[src/rtl/system_cpu_0_mult_seq.sv]
// ---------------------------------------------------------------------------
// system_cpu_0_mult_seq
//
// Iterative multiplier for the CPU M-stage. Each BUSY cycle multiplies one
// CHUNK-bit slice of src2 by the full src1 and adds the result into a
// 2*WIDTH-bit accumulator. The slices are processed least-significant first.
// The block supports the low-word multiply (MUL) and three high-word modes:
// signed x signed, signed x unsigned and unsigned x unsigned.
//
// Parameters:
//   WIDTH  operand width in bits; must be a multiple of CHUNK
//   CHUNK  width of the src2 slice processed per cycle (N = WIDTH/CHUNK >= 1)
//
// Ports:
//   clk         clock; all state updates on the rising edge
//   reset       synchronous, active-high; aborts any operation in flight
//   in_valid    operands and op are valid
//   in_ready    block can accept operands (high only in IDLE)
//   in_op       00 MUL, 01 MULXSS, 10 MULXSU, 11 MULXUU
//   in_src1     multiplicand (signed in SS/SU)
//   in_src2     multiplier (signed in SS only)
//   out_valid   result valid; held until out_ready
//   out_ready   consumer accepts the result
//   out_result  selected product word
//   busy        FSM is not IDLE
//
// Optional build macro:
//   SYSTEM_CPU_0_MULT_EARLY_OUT_EN  finish as soon as every src2 bit above
//                                   the current slice is zero and src2 is not
//                                   a signed-negative multiplier. The result
//                                   is bit-identical to a full run.
// ---------------------------------------------------------------------------
module system_cpu_0_mult_seq #(
    parameter int WIDTH = 32,
    parameter int CHUNK = 16
) (
    input  logic             clk,
    input  logic             reset,
    input  logic             in_valid,
    output logic             in_ready,
    input  logic [1:0]       in_op,
    input  logic [WIDTH-1:0] in_src1,
    input  logic [WIDTH-1:0] in_src2,
    output logic             out_valid,
    input  logic             out_ready,
    output logic [WIDTH-1:0] out_result,
    output logic             busy
);

    localparam int N  = WIDTH / CHUNK;
    localparam int CW = (N > 1) ? $clog2(N) : 1;
    localparam int PW = WIDTH + CHUNK + 2;

    localparam logic [1:0] OP_MUL = 2'b00;
    localparam logic [1:0] OP_SS  = 2'b01;
    localparam logic [1:0] OP_SU  = 2'b10;

    typedef enum logic [1:0] {IDLE, BUSY, DONE} state_t;

    state_t               state, state_nxt;
    logic [WIDTH-1:0]     src1_q, src2_q;
    logic [1:0]           op_q;
    logic [2*WIDTH-1:0]   acc;
    logic [CW-1:0]        cnt;
    logic                 last_slice;
    logic                 finish;

    // One slice product, already shifted into place. src1 is extended by one
    // bit (sign or zero) and the slice likewise, so a single signed multiply
    // covers every mode; only the top slice can be negative, and only in SS.
    // Everything is reduced mod 2^(2*WIDTH).
    function automatic logic [2*WIDTH-1:0] partial_product(
        input logic [WIDTH-1:0] s1,
        input logic [WIDTH-1:0] s2,
        input logic [1:0]       op,
        input logic [CW-1:0]    idx
    );
        logic [CHUNK-1:0]          slice;
        logic signed [WIDTH:0]     a;
        logic signed [CHUNK:0]     b;
        logic signed [PW-1:0]      p;
        logic signed [2*WIDTH+1:0] wide;
        slice = CHUNK'(s2 >> (int'(idx) * CHUNK));
        a     = {(op == OP_SS || op == OP_SU) & s1[WIDTH-1], s1};
        b     = {(op == OP_SS && int'(idx) == N - 1) & slice[CHUNK-1], slice};
        p     = a * b;
        wide  = (2*WIDTH+2)'(p);
        wide  = wide <<< (int'(idx) * CHUNK);
        return wide[2*WIDTH-1:0];
    endfunction

`ifdef SYSTEM_CPU_0_MULT_EARLY_OUT_EN
    // True when no src2 bit above slice idx is set.
    function automatic logic upper_zero(
        input logic [WIDTH-1:0] s2,
        input logic [CW-1:0]    idx
    );
        return (s2 >> ((int'(idx) + 1) * CHUNK)) == '0;
    endfunction
`endif

    assign last_slice = (int'(cnt) == N - 1);

`ifdef SYSTEM_CPU_0_MULT_EARLY_OUT_EN
    // A negative SS multiplier always has its top bit set, so the explicit
    // sign test only documents why such an op can never stop early.
    assign finish = last_slice ||
                    (upper_zero(src2_q, cnt) && !(op_q == OP_SS && src2_q[WIDTH-1]));
`else
    assign finish = last_slice;
`endif

    // ---- state register ----
    always_ff @(posedge clk) begin
        if (reset) begin
            state <= IDLE;
        end else begin
            state <= state_nxt;
        end
    end

    // ---- next state and outputs ----
    always_comb begin
        state_nxt  = state;
        in_ready   = 1'b0;
        out_valid  = 1'b0;
        busy       = 1'b1;
        out_result = (op_q == OP_MUL) ? acc[WIDTH-1:0] : acc[2*WIDTH-1:WIDTH];
        case (state)
            IDLE: begin
                in_ready = 1'b1;
                busy     = 1'b0;
                if (in_valid) state_nxt = BUSY;
            end
            BUSY: begin
                if (finish) state_nxt = DONE;
            end
            DONE: begin
                out_valid = 1'b1;
                if (out_ready) state_nxt = IDLE;
            end
            default: state_nxt = IDLE;
        endcase
    end

    // ---- operand latch and accumulate ----
    always_ff @(posedge clk) begin
        if (reset) begin
            src1_q <= '0;
            src2_q <= '0;
            op_q   <= OP_MUL;
            acc    <= '0;
            cnt    <= '0;
        end else if (state == IDLE && in_valid) begin
            src1_q <= in_src1;
            src2_q <= in_src2;
            op_q   <= in_op;
            acc    <= '0;
            cnt    <= '0;
        end else if (state == BUSY) begin
            acc <= acc + partial_product(src1_q, src2_q, op_q, cnt);
            cnt <= cnt + 1'b1;
        end
    end

endmodule

[config.mk]
export PLATFORM = sky130hd
export DESIGN_NAME = system_cpu_0_mult_seq
export DESIGN_NICKNAME = d
export VERILOG_FILES = /design/src/rtl/system_cpu_0_mult_seq.sv
export SDC_FILE = /design/constraint.sdc
export NUM_CORES = 2
export LEC_CHECK = 0
export BUFFER_PORTS_ARGS = -buffer_cell sky130_fd_sc_hd__buf_4
export CORE_UTILIZATION = 35
export DETAILED_ROUTE_END_ITERATION = 7
export SETUP_SLACK_MARGIN = 0.5
export SLEW_MARGIN = 20
export SYNTH_ARGS = -nofsm -noshare
export SYNTH_HDL_FRONTEND = slang
export SYNTH_SLANG_ARGS = --single-unit
[constraint.sdc]
create_clock -name clk -period 9 [get_ports clk]
set_clock_uncertainty 0.05 [all_clocks]
set_input_delay 2.25 -clock clk [delete_from_list [all_inputs] [get_ports clk]]
set_output_delay 2.25 -clock clk [all_outputs]
set_load 0.05 [all_outputs]
==> metrics.md <==
| Metric | Value |
|---|---|
| Status | finished, violations left |
| Fmax achieved | 109 MHz |
| Routing usage on met3 | 2.87% |
| Grt peak-use layer | met2 |
| Post-synth EDFFs | 0 |
| Largest net degree at the start of global routing | 69 |
| Synth area leaders | fa_1 (37%), dfxtp_1 (9.3%), inv_1 (8.3%), nand2_1 (8.2%), ha_1 (8.1%) |
| Layout area overhead | 24.1% |
| Routed vias/inst | 4.97 |
| Final setup viols | 12 |
| Req. time, crit path | 9.37 ns |
| Gr usage total | 21.4% |
| Worst path slowest cell | fa_1 |
| Hold path endpoint | op_q[1] |
| Hold buffers post-CTS | 0 |
| Nature of the critical path startpoint | flop |
| Buffers on Ports | 104 |
| Yosys cell types | 72 |
| Synth Warn # | 0 |
| Critical Path Sink Type | flop |
| Core area | 0.0809 sq mm |
| CTS tree | built |
| Die Height | 289 um |
| Residual DRC count | 0 |
| Kind of critical path | reg2reg |
| IO Pins | 105 |
| HP Start | op_q[1] |
| Number of global-route vias before repair | 25200 |
| R2R Path Start | cnt |
| Final Hold Fails | 0 |
| Max VDD drop | 0.172 mV |
| Flops & latches, synth | 133 |
| Internal power | 1820 uW |
| Clock Path Buffers | 2 |
| Fin crit share | 102% |
| Worst hold stages | 2 |
| Syn Nets | 4249 |
| Die ar. | 0.0833 sq mm |
| P per Cell Area | 92.4 mW/mm^2 |
| Die span in x | 289 um |
| RSZ-0062 raised after global routing | yes |
| Cell depth of the worst flop-to-flop path | 37 |
| Max cap viols | 0 |
| Cell count after synthesis | 3455 |
| GRT overflow | 0 |
| Sequential element share of the synthesized area | 9.26% |
| Critical Path Fanout Max | 7 |
| R2R setup slack | -0.19 ns |
| Layout cells sized above 1 | 22.2% |
| Non-Filler Instances | 4943 |
| Total CTS buffers | 17 |
| Async set or reset register ratio after synthesis | 0% |
| Met1 Use GR | 29.7% |
| Root Driver | clkbuf_16 |
| GP Congestion | 0.915 |
| CTS clk-pin slew, worst paths | 0.08 ns |
| Overall Power | 3300 uW |
| DR vias | 24600 |
| Logic pwr share | 58.2% |
| Met2 GRT Util | 34.8% |
| Ant. Diodes | 0 |
| Post-detailed-route count of antenna-violating nets | 0 |
| Dominant synthesized flop cell | dfxtp_1 |
| DR WL/cell | 17.5 um |
| Placed insts | 4862 |
| H-tree depth | 4 |
| Synth cell count leaders | inv_1 (635), nand2_1 (629), fa_1 (538) |
| Leak Pwr | 0.0174 uW |
| Worst-margin pin slew | 1.01 ns |
| Top cell by count, worst path | fa_1 |
| Rel. slew slack | 32.7% |
| Final setup TNS | -1.19 ns |
| Clk sinks | 133 |
| 1st-iter DRT viols | 1550 |
| Seq pwr share | 20.6% |
| Switch share | 44.6% |
| Post-route setup slack | -0.188 ns |
| Reg2reg end | acc[63] |
| Initial core utilization | 35.5% |
| Drt first pass iters | 5 |
| First-pass GRT wire length | 138000 um |
| Pins Over Slew Limit | 0 |
| Clock Power Share | 21.2% |
| Net Sw Power | 1470 uW |
| Cell taking the most area after synthesis | fa_1 |
| Tmin final | 9.19 ns |
| Failing checks | setup timing |
| Skew-Pair Late Insertion Delay | 0.51 ns |
| CP arrival | 9.55 ns |
| Detailed Place HPWL | 71200 um |
| Max incr delay on CP | 0.61 ns |
| Top-count cell post-synth | inv_1 |
| Std cell rows | 104 |
| Yosys top cell area share | 37.5% |
| Mapped Area | 0.0287 sq mm |
| Total Wirelength | 86400 um |
| Syn avg cell area | 8.32 sq um |
| Worst hold path type | reg2reg |
| Nets | 4664 |
| Initial antenna violation count | 0 |
## timing repair
action                                  CTS  global route
gates cloned                              0             0
buffers inserted                         27            22
gates resized for setup                 130           120
endpoints found under the setup margin   37            44
pin swaps                                76            99
## cell families (layout without fill, tap and decap cells)
family,after synthesis,in the layout,share of synthesized area [%]
compound gates,523,523,11.5
fa+ha+maj,724,724,45.6
buf+inv,822,1250,10.7
simple gates,1083,1083,17.2
xor+xnor,105,105,3.20
mux,65,65,2.48
flops,133,133,9.26
## worst max path at each step
stage                     cells after the start       to     from  slack (ns)
final                                        37  acc[63]      cnt       -0.19
after global routing                         42  acc[61]      cnt       -0.50
after CTS                                    37  acc[63]      cnt       -0.13
after detailed placement                     37  acc[63]      cnt       -0.23
after global placement                       38  acc[58]  op_q[1]       -0.16
after floorplan                              39  acc[63]      cnt        0.26
## registers in the layout, summed over array words and instances, names as in the netlist
signal and count:
op_q 2, acc 64, state 2, cnt 1
src2_q 32, src1_q 32
## per-stage QoR
stage	hold slack [ns]	utilization (%)	instance area [sq um]	setup slack [ns]
3_3_place_gp	0.397	41.6	33600	-0.161
4_1_cts	0.412	43.2	34900	-0.129
6_report	0.414	44.1	35700	-0.188
5_1_grt	0.435	44.1	35700	-0.501
3_5_place_dp	0.400	41.6	33600	-0.234
2_1_floorplan	0.383	-	29000	0.259
## metal layers
metal	part of all wire (%)	vias up
met1	46	12400
met5	0	-
li1	-	11500
met4	2.4	0
met2	47	577
met3	4.7	88
## layout by cell type, fill, tap and decap left out, drive strengths merged, types with 25 or more instances in the layout
cell	netlist	final
xor2	35	35
dfxtp	133	133
inv	637	643
mux2	47	47
a21o	76	76
o21ai	72	72
o21bai	25	25
fa	538	538
xnor2	70	70
and2	155	155
nor2b	78	78
nor2	94	94
ha	186	186
nand2	630	630
a21oi	244	244
buf	27	581
## critical path, delay by kind of cell, from the launching register on
kind	cells	cell delay (ns)
mux	2	0.51
simple gates	3	0.69
flops	1	0.39
compound gates	16	3.04
buf+inv	7	0.52
xor+xnor	1	0.16
fa+ha+maj	8	3.73
## area by class of cell
cell class                      instances  area, sq um
Clock inverter                         15          120
Multi-Input combinational cell       2500        24100
Inverter                              637         2390
Tap cell                             1060         1330
Clock buffer                           17          425
Sequential cell                       133         2670
Timing Repair Buffer                  581         4600
Fill cell                            8018        45300
## power groups by stage
stage / Clock [uW] / Sequential, uW / Combinational, uW
2_1_floorplan: 0 / 653 / 1010
6_report: 698 / 679 / 1920
3_3_place_gp: 0 / 689 / 1720
4_1_cts: 721 / 676 / 1810
5_1_grt: 742 / 681 / 2090
3_5_place_dp: 0 / 688 / 1730
No activity file was read; power rests on OpenSTA's default activity.
